[src/rtl/mem_port_arbiter_pkg.sv]
// Shared types and constants for the two-port memory arbiter.
package mem_arb_pkg;

    localparam int unsigned ADDR_W           = 15;
    localparam int unsigned DATA_W           = 16;
    localparam int unsigned MEM_BYTES        = 16384;
    localparam int unsigned STARVE_LIMIT_DEF = 4;

    // A two-byte access starting at the last byte would run past the array.
    localparam logic [ADDR_W-1:0] ADDR_MAX = ADDR_W'(MEM_BYTES - 2);

    typedef enum logic [1:0] {
        IDLE  = 2'd0,
        ISSUE = 2'd1,
        RESP  = 2'd2
    } state_e;

    typedef enum logic {
        OWN_A = 1'b0,
        OWN_B = 1'b1
    } owner_e;

    function automatic logic addr_in_range(input logic [ADDR_W-1:0] addr);
        return (addr <= ADDR_MAX);
    endfunction

endpackage

[src/rtl/mem_port_arbiter_if.sv]
// Client ports A/B plus the memory strobe port; master = pipeline/memory side, slave = arbiter.
interface mem_port_arbiter_if
    import mem_arb_pkg::*;
();
    logic              a_req;
    logic [ADDR_W-1:0] a_addr;
    logic              a_gnt;
    logic              a_rvalid;
    logic [DATA_W-1:0] a_rdata;
    logic              a_err;

    logic              b_req;
    logic              b_we;
    logic [ADDR_W-1:0] b_addr;
    logic [DATA_W-1:0] b_wdata;
    logic              b_gnt;
    logic              b_rvalid;
    logic [DATA_W-1:0] b_rdata;
    logic              b_err;

    logic              mem_rb;
    logic              mem_wb;
    logic [ADDR_W-1:0] mem_adrb;
    logic [DATA_W-1:0] mem_din;
    logic [DATA_W-1:0] mem_dout;

    modport slave (
        input  a_req, a_addr, b_req, b_we, b_addr, b_wdata, mem_dout,
        output a_gnt, a_rvalid, a_rdata, a_err,
        output b_gnt, b_rvalid, b_rdata, b_err,
        output mem_rb, mem_wb, mem_adrb, mem_din
    );

    modport master (
        output a_req, a_addr, b_req, b_we, b_addr, b_wdata, mem_dout,
        input  a_gnt, a_rvalid, a_rdata, a_err,
        input  b_gnt, b_rvalid, b_rdata, b_err,
        input  mem_rb, mem_wb, mem_adrb, mem_din
    );

endinterface

[src/rtl/mem_port_arbiter_prio.sv]
// Two-way priority pick (B preferred) with a saturating starvation counter for A.
module mem_arb_prio #(
    parameter int unsigned STARVE_LIMIT = 4
) (
    input  logic clk,
    input  logic rst_n,
    input  logic en_i,
    input  logic a_req_i,
    input  logic b_req_i,
    output logic a_win_o,
    output logic b_win_o
);

    localparam int unsigned CNT_W = $clog2(STARVE_LIMIT + 1);
    localparam logic [CNT_W-1:0] CNT_MAX = CNT_W'(STARVE_LIMIT);

    logic [CNT_W-1:0] starve_q;
    logic             starved_s;

    // Winner selection: B wins ties unless A has been starved long enough.
    always_comb begin
        starved_s = (starve_q == CNT_MAX);
        a_win_o   = a_req_i && (!b_req_i || starved_s);
        b_win_o   = b_req_i && !a_win_o;
    end

    // Counts arbitration slots that A requested but lost.
    always_ff @(posedge clk or negedge rst_n) begin
        if (!rst_n) begin
            starve_q <= {CNT_W{1'b0}};
        end else if (!a_req_i) begin
            starve_q <= {CNT_W{1'b0}};
        end else if (en_i && a_win_o) begin
            starve_q <= {CNT_W{1'b0}};
        end else if (en_i && b_win_o && !starved_s) begin
            starve_q <= starve_q + CNT_W'(1);
        end else begin
            starve_q <= starve_q;
        end
    end

endmodule

[src/rtl/mem_port_arbiter.sv]
// Shares one registered-read byte memory between a fetch port (A) and a load/store port (B).
module mem_port_arbiter
    import mem_arb_pkg::*;
#(
    parameter int unsigned STARVE_LIMIT = STARVE_LIMIT_DEF
) (
    input  logic              clk,
    input  logic              rst_n,
    mem_port_arbiter_if.slave bus
);

    state_e            state_q;
    owner_e            owner_q;
    logic              err_q;
    logic              rvalid_q;
    logic              mem_rb_q;
    logic              mem_wb_q;
    logic [ADDR_W-1:0] mem_adrb_q;
    logic [DATA_W-1:0] mem_din_q;

    logic              can_grant_s;
    logic              a_win_s;
    logic              b_win_s;
    logic              any_gnt_s;
    logic              sel_we_s;
    logic              sel_ok_s;
    logic [ADDR_W-1:0] sel_addr_s;
    logic              own_a_s;
    logic              own_b_s;

    mem_arb_prio #(
        .STARVE_LIMIT (STARVE_LIMIT)
    ) u_prio (
        .clk     (clk),
        .rst_n   (rst_n),
        .en_i    (can_grant_s),
        .a_req_i (bus.a_req),
        .a_win_o (a_win_s),
        .b_req_i (bus.b_req),
        .b_win_o (b_win_s)
    );

    // Grant slot and the winner's request fields.
    always_comb begin
        can_grant_s = (state_q == IDLE) || (state_q == RESP);
        any_gnt_s   = can_grant_s && (a_win_s || b_win_s);
        if (b_win_s) begin
            sel_addr_s = bus.b_addr;
            sel_we_s   = bus.b_we;
        end else begin
            sel_addr_s = bus.a_addr;
            sel_we_s   = 1'b0;
        end
        sel_ok_s = addr_in_range(sel_addr_s);
    end

    // Sequencer: IDLE/RESP accept a grant, ISSUE drives one strobe, RESP returns data.
    always_ff @(posedge clk or negedge rst_n) begin
        if (!rst_n) begin
            state_q    <= IDLE;
            owner_q    <= OWN_A;
            err_q      <= 1'b0;
            rvalid_q   <= 1'b0;
            mem_rb_q   <= 1'b0;
            mem_wb_q   <= 1'b0;
            mem_adrb_q <= {ADDR_W{1'b0}};
            mem_din_q  <= {DATA_W{1'b0}};
        end else begin
            mem_rb_q <= 1'b0;
            mem_wb_q <= 1'b0;
            rvalid_q <= 1'b0;
            case (state_q)
                IDLE, RESP: begin
                    if (any_gnt_s) begin
                        owner_q    <= b_win_s ? OWN_B : OWN_A;
                        err_q      <= !sel_ok_s;
                        mem_adrb_q <= sel_addr_s;
                        if (b_win_s && bus.b_we) begin
                            mem_din_q <= bus.b_wdata;
                        end else begin
                            mem_din_q <= mem_din_q;
                        end
                        if (sel_ok_s) begin
                            mem_rb_q <= !sel_we_s;
                            mem_wb_q <= sel_we_s;
                            state_q  <= ISSUE;
                        end else begin
                            // Out-of-range ops skip the memory and answer next cycle.
                            rvalid_q <= 1'b1;
                            state_q  <= RESP;
                        end
                    end else begin
                        state_q <= IDLE;
                    end
                end
                ISSUE: begin
                    if (mem_wb_q) begin
                        state_q <= IDLE;
                    end else begin
                        rvalid_q <= 1'b1;
                        state_q  <= RESP;
                    end
                end
                default: begin
                    state_q <= IDLE;
                end
            endcase
        end
    end

    assign own_a_s = rvalid_q && (owner_q == OWN_A);
    assign own_b_s = rvalid_q && (owner_q == OWN_B);

    assign bus.a_gnt    = can_grant_s && a_win_s;
    assign bus.b_gnt    = can_grant_s && b_win_s;
    assign bus.a_rvalid = own_a_s;
    assign bus.b_rvalid = own_b_s;
    assign bus.a_err    = own_a_s && err_q;
    assign bus.b_err    = own_b_s && err_q;
    assign bus.a_rdata  = (own_a_s && !err_q) ? bus.mem_dout : {DATA_W{1'b0}};
    assign bus.b_rdata  = (own_b_s && !err_q) ? bus.mem_dout : {DATA_W{1'b0}};
    assign bus.mem_rb   = mem_rb_q;
    assign bus.mem_wb   = mem_wb_q;
    assign bus.mem_adrb = mem_adrb_q;
    assign bus.mem_din  = mem_din_q;

endmodule

[src/flat_wrapper.sv]
// flat-port wrapper written by rule: the top's interface ports become plain ports
module mem_port_arbiter_flat import mem_arb_pkg::*;
#(
    parameter int unsigned STARVE_LIMIT = STARVE_LIMIT_DEF
)
  (clk, rst_n, bus_a_req, bus_a_addr, bus_b_req, bus_b_we, bus_b_addr, bus_b_wdata, bus_mem_dout, bus_a_gnt, bus_a_rvalid, bus_a_rdata, bus_a_err, bus_b_gnt, bus_b_rvalid, bus_b_rdata, bus_b_err, bus_mem_rb, bus_mem_wb, bus_mem_adrb, bus_mem_din);
  mem_port_arbiter_if bus_i ();
  input  logic clk;
  input  logic rst_n;
  input wire logic [$bits(bus_i.a_req)-1:0] bus_a_req;
  input wire logic [$bits(bus_i.a_addr)-1:0] bus_a_addr;
  input wire logic [$bits(bus_i.b_req)-1:0] bus_b_req;
  input wire logic [$bits(bus_i.b_we)-1:0] bus_b_we;
  input wire logic [$bits(bus_i.b_addr)-1:0] bus_b_addr;
  input wire logic [$bits(bus_i.b_wdata)-1:0] bus_b_wdata;
  input wire logic [$bits(bus_i.mem_dout)-1:0] bus_mem_dout;
  output wire logic [$bits(bus_i.a_gnt)-1:0] bus_a_gnt;
  output wire logic [$bits(bus_i.a_rvalid)-1:0] bus_a_rvalid;
  output wire logic [$bits(bus_i.a_rdata)-1:0] bus_a_rdata;
  output wire logic [$bits(bus_i.a_err)-1:0] bus_a_err;
  output wire logic [$bits(bus_i.b_gnt)-1:0] bus_b_gnt;
  output wire logic [$bits(bus_i.b_rvalid)-1:0] bus_b_rvalid;
  output wire logic [$bits(bus_i.b_rdata)-1:0] bus_b_rdata;
  output wire logic [$bits(bus_i.b_err)-1:0] bus_b_err;
  output wire logic [$bits(bus_i.mem_rb)-1:0] bus_mem_rb;
  output wire logic [$bits(bus_i.mem_wb)-1:0] bus_mem_wb;
  output wire logic [$bits(bus_i.mem_adrb)-1:0] bus_mem_adrb;
  output wire logic [$bits(bus_i.mem_din)-1:0] bus_mem_din;
  assign bus_i.a_req = bus_a_req;
  assign bus_i.a_addr = bus_a_addr;
  assign bus_i.b_req = bus_b_req;
  assign bus_i.b_we = bus_b_we;
  assign bus_i.b_addr = bus_b_addr;
  assign bus_i.b_wdata = bus_b_wdata;
  assign bus_i.mem_dout = bus_mem_dout;
  assign bus_a_gnt = bus_i.a_gnt;
  assign bus_a_rvalid = bus_i.a_rvalid;
  assign bus_a_rdata = bus_i.a_rdata;
  assign bus_a_err = bus_i.a_err;
  assign bus_b_gnt = bus_i.b_gnt;
  assign bus_b_rvalid = bus_i.b_rvalid;
  assign bus_b_rdata = bus_i.b_rdata;
  assign bus_b_err = bus_i.b_err;
  assign bus_mem_rb = bus_i.mem_rb;
  assign bus_mem_wb = bus_i.mem_wb;
  assign bus_mem_adrb = bus_i.mem_adrb;
  assign bus_mem_din = bus_i.mem_din;
  mem_port_arbiter #(.STARVE_LIMIT(STARVE_LIMIT)) u_core (.clk(clk), .rst_n(rst_n), .bus(bus_i));
endmodule
[config.mk]
export PLATFORM = sky130hd
export DESIGN_NAME = mem_port_arbiter_flat
export DESIGN_NICKNAME = d
export VERILOG_FILES = /design/src/rtl/mem_port_arbiter_pkg.sv /design/src/rtl/mem_port_arbiter_if.sv /design/src/rtl/mem_port_arbiter_prio.sv /design/src/rtl/mem_port_arbiter.sv /design/src/flat_wrapper.sv
export SDC_FILE = /design/constraint.sdc
export NUM_CORES = 1
export LEC_CHECK = 0
export CAP_MARGIN = 40
export CORE_UTILIZATION = 60
export CTS_CLUSTER_SIZE = 8
export DETAILED_ROUTE_END_ITERATION = 6
export DONT_BUFFER_PORTS = 1
export PLACE_DENSITY = 0.79
export SLEW_MARGIN = 20
export SYNTH_ARGS = -nofsm -noshare
export SYNTH_HDL_FRONTEND = slang
export SYNTH_SLANG_ARGS = --single-unit
export TNS_END_PERCENT = 20
[constraint.sdc]
create_clock -name clk -period 2.2 [get_ports clk]
set_input_delay 0.44 -clock clk [delete_from_list [all_inputs] [get_ports clk]]
set_output_delay 0.44 -clock clk [all_outputs]
set_load 0.02 [all_outputs]
==> flow_metrics.py <==
metrics = {
    "synthesis": {
        "synth_most_common_cell": "dfrtp_1",
        "postSynthAreaPerCell_um2": 9.93,
        "synth_edf_count": 0,
        "netlist_area_um2": 2090,
        "netlist_top_cells_count": "dfrtp_1, and2_1, nand2_1, nor2_1, a31oi_1",
        "ys_seq_area_frac": 0.478,
        "async_flop_share": 1.00,
        "synthesis.nets": 280,
        "netlist.area_leader.share": 0.478,
        "synth_warnings": 0,
        "synth_flop_cell": "dfrtp_1",
        "ys_ff_latch": 40,
        "synthCells": 211,
        "yosys.area.top_type": "dfrtp_1",
        "synth.distinct_cells": 33,
        "synthTopCellsByArea": "dfrtp_1, and2_1, mux2_4",
    },
    "timing": {
        "finalHoldWorstSlack_ns": 0.209,
        "clock.fmax_mhz": 480,
        "timing.setup.tns_ns": 0,
        "rsz0062_at_grt": "no",
        "period_minus_slack_ns": 2.08,
        "setup_viol": 0,
        "tightest_slew_ns": 0.590,
        "hold_viol": 0,
        "timing.final.crit_share": 0.948,
        "clock_skew_ns": 0.0112,
        "relSlewSlack": 0.603,
        "final-max-slew-violation-count": 0,
    },
    "die": {
        "coreArea_um2": 3340,
        "placementRows": 21,
        "die_x_um": 61.1,
        "die_area_um2": 3730,
        "die_h_um": 61.1,
        "io_pins": 138,
        "start_util": 0.628,
    },
    "global_route": {
        "antenna_found_initial": 0,
        "grt-ovfl-total": 0,
        "grt_pass1_wl_um": 6530,
        "grt_pass1_vias": 1378,
        "grt_max_degree": 41,
        "grtUsageTotal": 0.243,
    },
    "layout": {
        "multi_input_area_um2": 1020,
        "regArea_um2": 1000,
        "area_growth_pct": 6.57,
        "finalCoreUtilization": 0.669,
        "antenna_cells": 0,
        "stdcell_count": 262,
        "fillCellCount": 264,
        "nets": 284,
        "drive_gt1_frac": 0.162,
    },
    "placed_design": {
        "hpwl_um": 3700,
        "io_buffer_count": 0,
        "finalWeightedCongestion": 0.871,
        "dpl.cell_count": 252,
    },
    "clock_network": {
        "cts_tree": "yes",
        "clockRootBuffer": "clkbuf_4",
        "clock_path_buffers": 2,
        "htree_levels": 2,
        "clk_pin_slew_ns": 0.11,
        "numCtsBuffers": 5,
        "clk-insertion-delay-late_ns": 0.34,
        "clock-sinks": 40,
    },
    "power": {
        "pwr-share-clk": 0.239,
        "vdd_ir_drop_max_uv": 488,
        "p_int_mw": 1.25,
        "pwr-share-seq": 0.567,
        "netSwitchingFraction": 0.344,
        "leakage_nw": 1.01,
        "powerDensity_nw_per_um2": 856,
        "power_switching_mw": 0.658,
        "p_comb_frac": 0.193,
    },
    "routing": {
        "wire_per_inst_um": 18.2,
        "viasPerCell": 6.05,
        "drc": 0,
        "drt_iter0_drc": 142,
        "dr.pass1.iters": 4,
        "ant_nets": 0,
        "drt-total-wl_um": 4770,
        "num_vias": 1586,
    },
    "setup_path": {
        "path_class": "reg2out",
        "crit_path_max_fanout": 4,
        "required_ns": 1.76,
        "worstSetupEndpointType": "output port",
        "crit_arrival_ns": 1.64,
        "startpoint_type": "flip-flop",
    },
    "outcome": {
        "status": "complete, no violations",
    },
    "worst_hold_path": {
        "hold_class": "in2reg",
    },
    "run": {
        "cap_violations": 0,
    },
}
-- area by class of cell --
cell class              count  share of cell area
multi-input cells         158               0.456
clock inverters             2              0.0157
repair buffers              7              0.0303
well taps                  46              0.0258
inverters                   3             0.00504
clock buffers               6              0.0185
flip-flops and latches     40               0.448
-- power groups by stage --
stage	Clock, mW	Combinational, mW	Sequential [mW]
3_3_place_gp	0	0.331	1.09
6_report	0.458	0.369	1.08
5_1_grt	0.499	0.402	1.10
2_1_floorplan	0	0.312	1.07
4_1_cts	0.467	0.373	1.09
3_5_place_dp	0	0.350	1.10
-- stage by stage --
| stage | worst slack, ns | area (um2) | total power [mW] |
|---|---|---|---|
| detailed placement | 0.384 | 2130 | 1.45 |
| floorplan | 0.311 | 2090 | 1.38 |
| global placement | 0.507 | 2130 | 1.42 |
| finish | 0.115 | 2230 | 1.91 |
| CTS | 0.104 | 2230 | 1.93 |
| global route | 0.0192 | 2230 | 2.01 |
-- placed cells by master (no fill, tap or decap), drive strengths merged, types with 2 or more instances in the layout --
cell type and instances:
dfrtp 40, and2 37, nand2 36, nor2 20, mux2 17, a31oi 14
nand4 6, clkbuf 6, buf 6, o21ai 4, inv 3, nor2b 3
nand3 3, nor4 2, a21boi 2, nor3 2, ha 2, o32ai 2
-- critical path, stage by stage, from the launching register on --
cell      delay, ns
dfrtp_1        0.38
inv_1          0.06
ha_1           0.22
a21boi_0       0.38
nor3b_1        0.09
buf_4          0.17
-- what timing repair did --
item	CTS	global route
endpoints found under the hold margin	40	0
setup buffers	0	0
hold buffers	2	0
gates resized for setup	0	0
-- worst paths after layout --
check                                     startpoint                         to  slack [ns]  cells after the start
max in group asynchronous                      rst_n  u_core.u_prio.starve_q[0]        1.46                      2
min reg2reg                          u_core.rvalid_q            u_core.rvalid_q        0.53                      1
min in group asynchronous                      rst_n     u_core.bus.mem_adrb[6]        0.54                      2
min                                         bus_b_we          u_core.bus.mem_wb        0.21                      2
max reg2reg                u_core.u_prio.starve_q[0]      u_core.bus.mem_din[2]        0.39                      6
max                        u_core.u_prio.starve_q[0]                  bus_a_gnt        0.12                      5
-- logic make-up after synthesis --
group / count (synthesis) / share of synthesized area
flip-flops: 40 / 0.478
AND/OR/NAND/NOR: 113 / 0.279
AO/OA/AOI/OAI: 26 / 0.0848
multiplexers: 17 / 0.109
buffers and inverters: 13 / 0.0370
adder cells (fa/ha/maj): 2 / 0.0119
-- flip-flops by register name, indices dropped and copies added (netlist names) --
name,flops
u_core.bus.mem_adrb,15
u_core.u_prio.starve_q,3
u_core.bus.mem_rb,1
u_core.bus.mem_wb,1
u_core.err_q,1
u_core.owner_q,1
u_core.bus.mem_din,16
u_core.state_q,1
u_core.rvalid_q,1
-- metal layers --
layer	global-route usage	vias to the layer above	routed length, um
li1	-	721	-
met1	0.326	766	1950
met2	0.359	89	2310
met3	0.101	10	459
met4	0.0779	0	55
met5	0	-	0
Power figures use the tool's default switching activity.
